[config.mk]
export PLATFORM = sky130hd
export DESIGN_NAME = btn_count_fsm
export DESIGN_NICKNAME = d
export VERILOG_FILES = /design/src/rtl/btn_count_fsm.sv
export SDC_FILE = /design/constraint.sdc
export NUM_CORES = 1
export LEC_CHECK = 0
export CAP_MARGIN = 5
export CORE_AREA = 2 2 39 41
export DETAILED_ROUTE_END_ITERATION = 7
export DIE_AREA = 0 0 41 43
export DONT_BUFFER_PORTS = 1
export GPL_ROUTABILITY_DRIVEN = 0
export PLACE_DENSITY_LB_ADDON = 0.15
export SYNTH_ARGS = -nofsm -noshare
export SYNTH_HDL_FRONTEND = slang
export SYNTH_SLANG_ARGS = --single-unit
[constraint.sdc]
create_clock -name clk -period 1.3 [get_ports clk]
set_input_delay 0.325 -clock clk [delete_from_list [all_inputs] [get_ports clk]]
set_output_delay 0.325 -clock clk [all_outputs]
set_load 0.1 [all_outputs]
[src/rtl/btn_count_fsm.sv]
// btn_count_fsm
//   Counts debounced presses of a single push-button and produces a one-cycle
//   pulse on every TARGET-th accepted press.
//
//   Processing chain: cnt -> synchroniser -> debouncer (stable level)
//                     -> two-state press FSM -> wrapping press counter -> y
//
// Ports
//   clk  in   system clock, rising edge
//   rst  in   asynchronous active-low reset (0 = reset, 1 = run)
//   cnt  in   raw button level, 1 = pressed; asynchronous and may bounce
//   y    out  registered pulse, high for one clk per TARGET accepted presses
module btn_count_fsm #(
   parameter int SYNC_STAGES     = 2,
   parameter int DEBOUNCE_CYCLES = 2,
   parameter int TARGET          = 3
) (
   input  logic clk,
   input  logic rst,
   input  logic cnt,
   output logic y
);

   localparam int CW = $clog2(TARGET + 1);
   localparam int DW = $clog2(DEBOUNCE_CYCLES + 1);

   typedef enum logic {
      RELEASED = 1'b0,
      PRESSED  = 1'b1
   } state_t;

   logic [SYNC_STAGES-1:0] sync_reg;
   logic                   s;
   logic [DW-1:0]          db_cnt_reg;
   logic                   stable_reg;
   state_t                 state_reg;
   state_t                 state_next;
   logic                   press;
   logic [CW-1:0]          press_cnt_reg;
   logic [CW-1:0]          press_cnt_next;
   logic                   y_reg;
   logic                   y_next;

   // ---------------------------------------------------------------
   // Synchroniser: cnt enters at bit 0, s is taken from the last flop
   // ---------------------------------------------------------------
   always_ff @(posedge clk or negedge rst) begin
      if (!rst) begin
         sync_reg <= '0;
      end else begin
         sync_reg <= {sync_reg[SYNC_STAGES-2:0], cnt};
      end
   end

   assign s = sync_reg[SYNC_STAGES-1];

   // ---------------------------------------------------------------
   // Debouncer: db_cnt_reg counts clocks for which s has differed
   // from the stable level. When the DEBOUNCE_CYCLES-th differing
   // clock arrives the new level is taken and the count restarts.
   // Any return of s to the stable level clears the count, so short
   // glitches never reach the stable level.
   // ---------------------------------------------------------------
   always_ff @(posedge clk or negedge rst) begin
      if (!rst) begin
         db_cnt_reg <= '0;
         stable_reg <= 1'b0;
      end else if (s == stable_reg) begin
         db_cnt_reg <= '0;
      end else if (db_cnt_reg == DW'(DEBOUNCE_CYCLES - 1)) begin
         stable_reg <= s;
         db_cnt_reg <= '0;
      end else begin
         db_cnt_reg <= db_cnt_reg + DW'(1);
      end
   end

   // ---------------------------------------------------------------
   // Press FSM: state register
   // ---------------------------------------------------------------
   always_ff @(posedge clk or negedge rst) begin
      if (!rst) begin
         state_reg <= RELEASED;
      end else begin
         state_reg <= state_next;
      end
   end

   // ---------------------------------------------------------------
   // Press FSM: next-state logic. A held button stays in PRESSED, so
   // it is only counted once; a release is needed before the next press.
   // ---------------------------------------------------------------
   always_comb begin
      state_next = state_reg;
      case (state_reg)
         RELEASED: if (stable_reg)  state_next = PRESSED;
         PRESSED:  if (!stable_reg) state_next = RELEASED;
         default:                   state_next = RELEASED;
      endcase
   end

   // ---------------------------------------------------------------
   // Press FSM: outputs. An accepted press is the RELEASED -> PRESSED
   // transition. The counter wraps on the TARGET-th press and that
   // same press schedules the y pulse for the following cycle.
   // ---------------------------------------------------------------
   always_comb begin
      press          = 1'b0;
      press_cnt_next = press_cnt_reg;
      y_next         = 1'b0;
      if ((state_reg == RELEASED) && stable_reg) begin
         press = 1'b1;
      end
      if (press) begin
         if (press_cnt_reg == CW'(TARGET - 1)) begin
            press_cnt_next = '0;
            y_next         = 1'b1;
         end else begin
            press_cnt_next = press_cnt_reg + CW'(1);
         end
      end
   end

   // Counter and pulse registers; y is driven straight from a flop.
   always_ff @(posedge clk or negedge rst) begin
      if (!rst) begin
         press_cnt_reg <= '0;
         y_reg         <= 1'b0;
      end else begin
         press_cnt_reg <= press_cnt_next;
         y_reg         <= y_next;
      end
   end

   assign y = y_reg;

endmodule

== Word-level counts from Yosys, hierarchy flattened ==
Index checks and enable logic that the tools add are counted.

* Register bits after elaboration: 9
* Memory bits (read-only): 0
* Memories kept: 0
* Memory bits (writable): 0
* Bits in latches: 0
* Output and inout bits: 1
* Word-level logic and storage cells: 22
* Bits of input ports: 3

* Multiplexer cells: 7
* Divide/modulo/power cells: 0
* Equal/unequal tests: 3
* Reduce and logical (&&, ||, !) cells: 2
* $mul: 0
* Shifts and indexed selects: 0
* Order comparisons: 0
* $add $sub $neg: 2
* Bitwise gates (word level): 2

{| class="wikitable"
|+ Operators with widths
! kind !! number
|-
| 2-bit two-way mux || 3
|-
| 2-bit by 1-bit adder with 2-bit output, second input constant || 2
|-
| 1-bit two-way mux || 4
|-
| 2-bit by 1-bit equality test with 1-bit output, second input constant || 1
|-
| 2-bit equality test, second input constant || 1
|-
| 1-bit inverter || 2
|-
| 2-bit AND reduction || 1
|-
| 1-bit equality test || 1
|-
| 1-bit logical AND || 1
|}

== Logic depth before layout (Yosys ltp) ==
Gate-level depths: netlist (run 1).

* Depth in word-level cells: 4
* Depth in mapped cells: 2
* Mapped depth without buffers: 2

== Least setup slack after synthesis (run 1) ==
No wires, ideal clock.

* Kind: flip-flop to output port
* Start point: register y_reg, in the netlist y
* End point: output port y
* Data required time: 0.975 ns
* Arrival time: 0.883 ns
* Buffers on the path: 0
* Cell stages (with the launch flop): 1
* Slack: 0.092 ns
* Path through: dfrtp_1

{| class="wikitable"
|+ RTL lines
! item !! line !! source
|-
| start, declared || 41 || <nowiki>logic y_reg;</nowiki>
|-
| start signal, assigned || 131 || <nowiki>y_reg <= y_next;</nowiki>
|-
| end, declared || 21 || <nowiki>output logic y</nowiki>
|}

No word-level cell between the ends.

== Final worst setup path (run 1) ==
* Start point: register y_reg, in the netlist y
* End point: output port y

No word-level cell between the ends.

==> results of run 1 <==
final timing paths:
kind	startpoint	to
setup reg to reg	stable_reg$_DFFE_PN0P_	press_cnt_reg[1]$_DFFE_PN0P_
hold reg to reg	sync_reg[0]$_DFF_PN0_	sync_reg[1]$_DFF_PN0_
min in group asynchronous	rst	press_cnt_reg[0]$_DFFE_PN0P_
setup / recovery	y$_DFF_PN0_	y
max in group asynchronous	rst	stable_reg$_DFFE_PN0P_
hold / removal	cnt	sync_reg[0]$_DFF_PN0_
power breakdown:
| part | internal, mW | switching [mW] | total (mW) |
|---|---|---|---|
| clock | 0.118 | 0.0885 | 0.206 |
| sequential | 0.367 | 0.0783 | 0.446 |
| combinational | 0.187 | 0.113 | 0.299 |
| total | 0.672 | 0.280 | 0.951 |
layout make-up:
| cell class | count | area share (%) |
|---|---|---|
| Sequential cell | 9 | 54.9 |
| Multi-Input combinational cell | 11 | 26.5 |
| Timing Repair Buffer | 2 | 7.32 |
| Clock buffer | 4 | 6.40 |
| Tap cell | 16 | 4.88 |
logic make-up (layout without fill, tap and decap cells):
kind of cell              count (synthesis)  count (layout)  share of synthesized area (%)
muxes                                     3               3                           12.4
DFF                                       9               9                           67.4
xor gates and xnor gates                  1               1                           2.62
and+or+nand+nor                           7               7                           17.6
buffers and inverters                     0               6                              0
cell usage in the layout, fill, tap and decap left out:
master         instances
dfrtp_1                9
clkbuf_4               3
nor2_1                 2
nor2b_4                2
mux2_4                 2
xnor2_1                1
and3b_2                1
nor3b_1                1
mux2_2                 1
nor2b_1                1
clkbuf_1               1
dlygate4sd3_1          1
buf_12                 1
metrics by stage:
step	util, %	setup WS, ps	instances	power [mW]	hold WS [ps]
detailed placement	27.0	281	37	0.740	29.7
finish	29.7	155	42	0.951	98.9
CTS	29.7	140	42	0.965	82.9
global placement	27.0	288	37	0.728	29.7
floorplan	-	91.7	20	0.679	29.4
global route	29.7	130	42	1.00	80.9
timing repair:
action	4_1_cts	5_1_grt
gates resized for setup	0	0
hold buffers	1	0
hold endpoints to repair	9	0
endpoints found under the setup margin	0	0
layer usage:
layer  GRT usage [%]  vias up  share of wire, %
met3            4.71        0               7.2
met5               0        -                 0
met2            5.94        4                41
met1            7.41       74                52
met4            8.00        0                 0
li1                -       76                 -
==> flow_summary.html, run 1 <==
<table>
<tr><th>Metric</th><th>Value</th></tr>
<tr><th colspan="2">Run status</th></tr>
<tr><td>Outcome</td><td>complete, no violations</td></tr>
<tr><th colspan="2">Synthesis</th></tr>
<tr><td>Top cells by area, synth</td><td>dfrtp_1 (67%), mux2_4 (9.0%), nor2b_4 (8.2%), mux2_2 (3.4%), and3b_2 (3.0%)</td></tr>
<tr><td>Portion of the post-synthesis area used by sequential elements</td><td>67.4%</td></tr>
<tr><td>Leading cell type by number of instances after synthesis</td><td>dfrtp_1</td></tr>
<tr><td>Net count after synthesis</td><td>23</td></tr>
<tr><td>Most common library cells after synthesis</td><td>dfrtp_1 (9), mux2_4 (2), nor2_1 (2), nor2b_4 (2)</td></tr>
<tr><td>Area of the mapped netlist</td><td>334 sq um</td></tr>
<tr><td>Async SR Flop Fraction</td><td>100%</td></tr>
<tr><td>Area share of the leading cell type in the synthesized netlist</td><td>67.4%</td></tr>
<tr><td>Post-synthesis cell count</td><td>20</td></tr>
<tr><td>Synth area leader</td><td>dfrtp_1</td></tr>
<tr><td>Number of distinct library cells after synthesis</td><td>9</td></tr>
<tr><td>Number of warnings issued by yosys</td><td>0</td></tr>
<tr><td>Post-synthesis sequential element count</td><td>9</td></tr>
<tr><td>Mean Syn Cell Area</td><td>16.7 sq um</td></tr>
<tr><td>Most used DFF post-synth</td><td>dfrtp_1</td></tr>
<tr><td>Number of synthesized flops with an enable pin</td><td>0</td></tr>
<tr><th colspan="2">Cells and area</th></tr>
<tr><td>Antenna diode count</td><td>0</td></tr>
<tr><td>Layout Area Growth over Synthesis</td><td>22.8%</td></tr>
<tr><td>Fillcell total</td><td>130</td></tr>
<tr><td>Combined area of the multi-input logic cells</td><td>109 sq um</td></tr>
<tr><td>Sequential cell area</td><td>225 sq um</td></tr>
<tr><td>Share of layout cells above drive strength 1</td><td>38.5%</td></tr>
<tr><td>Final layout net count</td><td>30</td></tr>
<tr><td>Post-route cell area</td><td>410 sq um</td></tr>
<tr><th colspan="2">Worst setup path</th></tr>
<tr><td>Slowest CP cell</td><td>dfrtp_1</td></tr>
<tr><td>Type of origin of the critical path</td><td>flop</td></tr>
<tr><td>Top cell family by delay on the critical path</td><td>flip-flops</td></tr>
<tr><td>Worst path max stage delay</td><td>390 ps</td></tr>
<tr><td>Ordered list of cells on the worst path</td><td>buf_12</td></tr>
<tr><td>Number of cell instances on the worst register-to-register path</td><td>2</td></tr>
<tr><td>CP Depth</td><td>1</td></tr>
<tr><td>Critical setup path kind</td><td>reg -&gt; out</td></tr>
<tr><td>CP Capture Type</td><td>primary output</td></tr>
<tr><td>Number of buffer and inverter instances along the worst setup path</td><td>1</td></tr>
<tr><td>Required time worst endpoint</td><td>980 ps</td></tr>
<tr><td>Critical Path Fanout Max</td><td>1</td></tr>
<tr><td>Data arrival time of the critical path</td><td>820 ps</td></tr>
<tr><td>Reg-to-reg slack, setup</td><td>280 ps</td></tr>
<tr><th colspan="2">Floorplanning</th></tr>
<tr><td>Total die area</td><td>1760 sq um</td></tr>
<tr><td>Chip Width</td><td>41 um</td></tr>
<tr><td>Num rows</td><td>14</td></tr>
<tr><td>Initial core utilization</td><td>24.1%</td></tr>
<tr><td>Die Y-Extent</td><td>43 um</td></tr>
<tr><td>Placeable Area</td><td>1380 sq um</td></tr>
<tr><td>I/O pin count</td><td>4</td></tr>
<tr><th colspan="2">STA</th></tr>
<tr><td>Final sum of negative setup slack</td><td>0 ps</td></tr>
<tr><td># setup viols final</td><td>0</td></tr>
<tr><td>Max-slew violation count</td><td>0</td></tr>
<tr><td>Post-layout minimum cycle time</td><td>1150 ps</td></tr>
<tr><td>Slew at the pin closest to its max-slew limit</td><td>406 ps</td></tr>
<tr><td>Number of failing hold endpoints at the final stage</td><td>0</td></tr>
<tr><td>Setup repair after global routing missed its margin</td><td>false</td></tr>
<tr><td>Slew Limit Headroom</td><td>72.8%</td></tr>
<tr><td>Fin Clk Skew</td><td>4.50 ps</td></tr>
<tr><td>Highest clock frequency the design can meet</td><td>873 MHz</td></tr>
<tr><td>Final Cycle Share</td><td>88.1%</td></tr>
<tr><th colspan="2">Routing</th></tr>
<tr><td>Number of iterations in the first detailed-routing pass</td><td>2</td></tr>
<tr><td>DRT Wirelength</td><td>390 um</td></tr>
<tr><td>DRC errors left</td><td>0</td></tr>
<tr><td>Initial DRC count</td><td>4</td></tr>
<tr><td>Post-detailed-route via-to-cell ratio</td><td>3.67</td></tr>
<tr><td>Mean routed wirelength per cell</td><td>9.29 um</td></tr>
<tr><td>Total via count in the routed design</td><td>154</td></tr>
<tr><td>Antenna Nets Post-Route</td><td>0</td></tr>
<tr><th colspan="2">Global routing</th></tr>
<tr><td>Global Route Usage Sum</td><td>6.31%</td></tr>
<tr><td>First-pass GRT wire length</td><td>621 um</td></tr>
<tr><td>Pin count of the biggest net entering global routing</td><td>10</td></tr>
<tr><td>Number of antenna violations at the first check in global routing</td><td>0</td></tr>
<tr><td>Global route overflow</td><td>0</td></tr>
<tr><td>Number of global-route vias before repair</td><td>149</td></tr>
<tr><th colspan="2">Placed design</th></tr>
<tr><td>Total placed instance area</td><td>374 sq um</td></tr>
<tr><td># port buffers</td><td>0</td></tr>
<tr><th colspan="2">Job</th></tr>
<tr><td>Count of maximum capacitance violations</td><td>0</td></tr>
<tr><th colspan="2">Clock network</th></tr>
<tr><td>Number of clock sinks</td><td>9</td></tr>
<tr><td>Clock-pin transition on the worst setup and hold timing paths</td><td>60 ps</td></tr>
<tr><td>Clock tree from TritonCTS</td><td>built</td></tr>
<tr><td>Root buf cell</td><td>clkbuf_4</td></tr>
<tr><td>Clock Latency Late Sink</td><td>250 ps</td></tr>
<tr><td>Htree depth</td><td>1</td></tr>
<tr><td>Clk buf depth</td><td>2</td></tr>
<tr><td>Number of buffers added for setup after CTS</td><td>0</td></tr>
<tr><td>Num CTS Buffers</td><td>3</td></tr>
<tr><th colspan="2">Min path</th></tr>
<tr><td>Number of instances on the worst hold path</td><td>0</td></tr>
<tr><td>Type of the worst min-delay path</td><td>in -&gt; reg</td></tr>
<tr><th colspan="2">Power</th></tr>
<tr><td>Total power density per cell area</td><td>2320 nW/um^2</td></tr>
<tr><td>Peak VDD IR</td><td>0.000769 V</td></tr>
<tr><td>P_leak</td><td>0.188 nW</td></tr>
</table>
Note: power is estimated with default switching activity, not from simulation.
==> run 2, diff against run 1 <==
- RECOVER_POWER: not set -> 25
- SLEW_MARGIN: not set -> 20
==> results of run 2 <==
The final DEF is identical to that of run 1; final timing and power are the same.
==> run 3, diff against run 2 <==
- SLEW_MARGIN: 20 -> not set
==> results of run 3 <==
The final DEF is identical to that of run 1; final timing and power are the same.
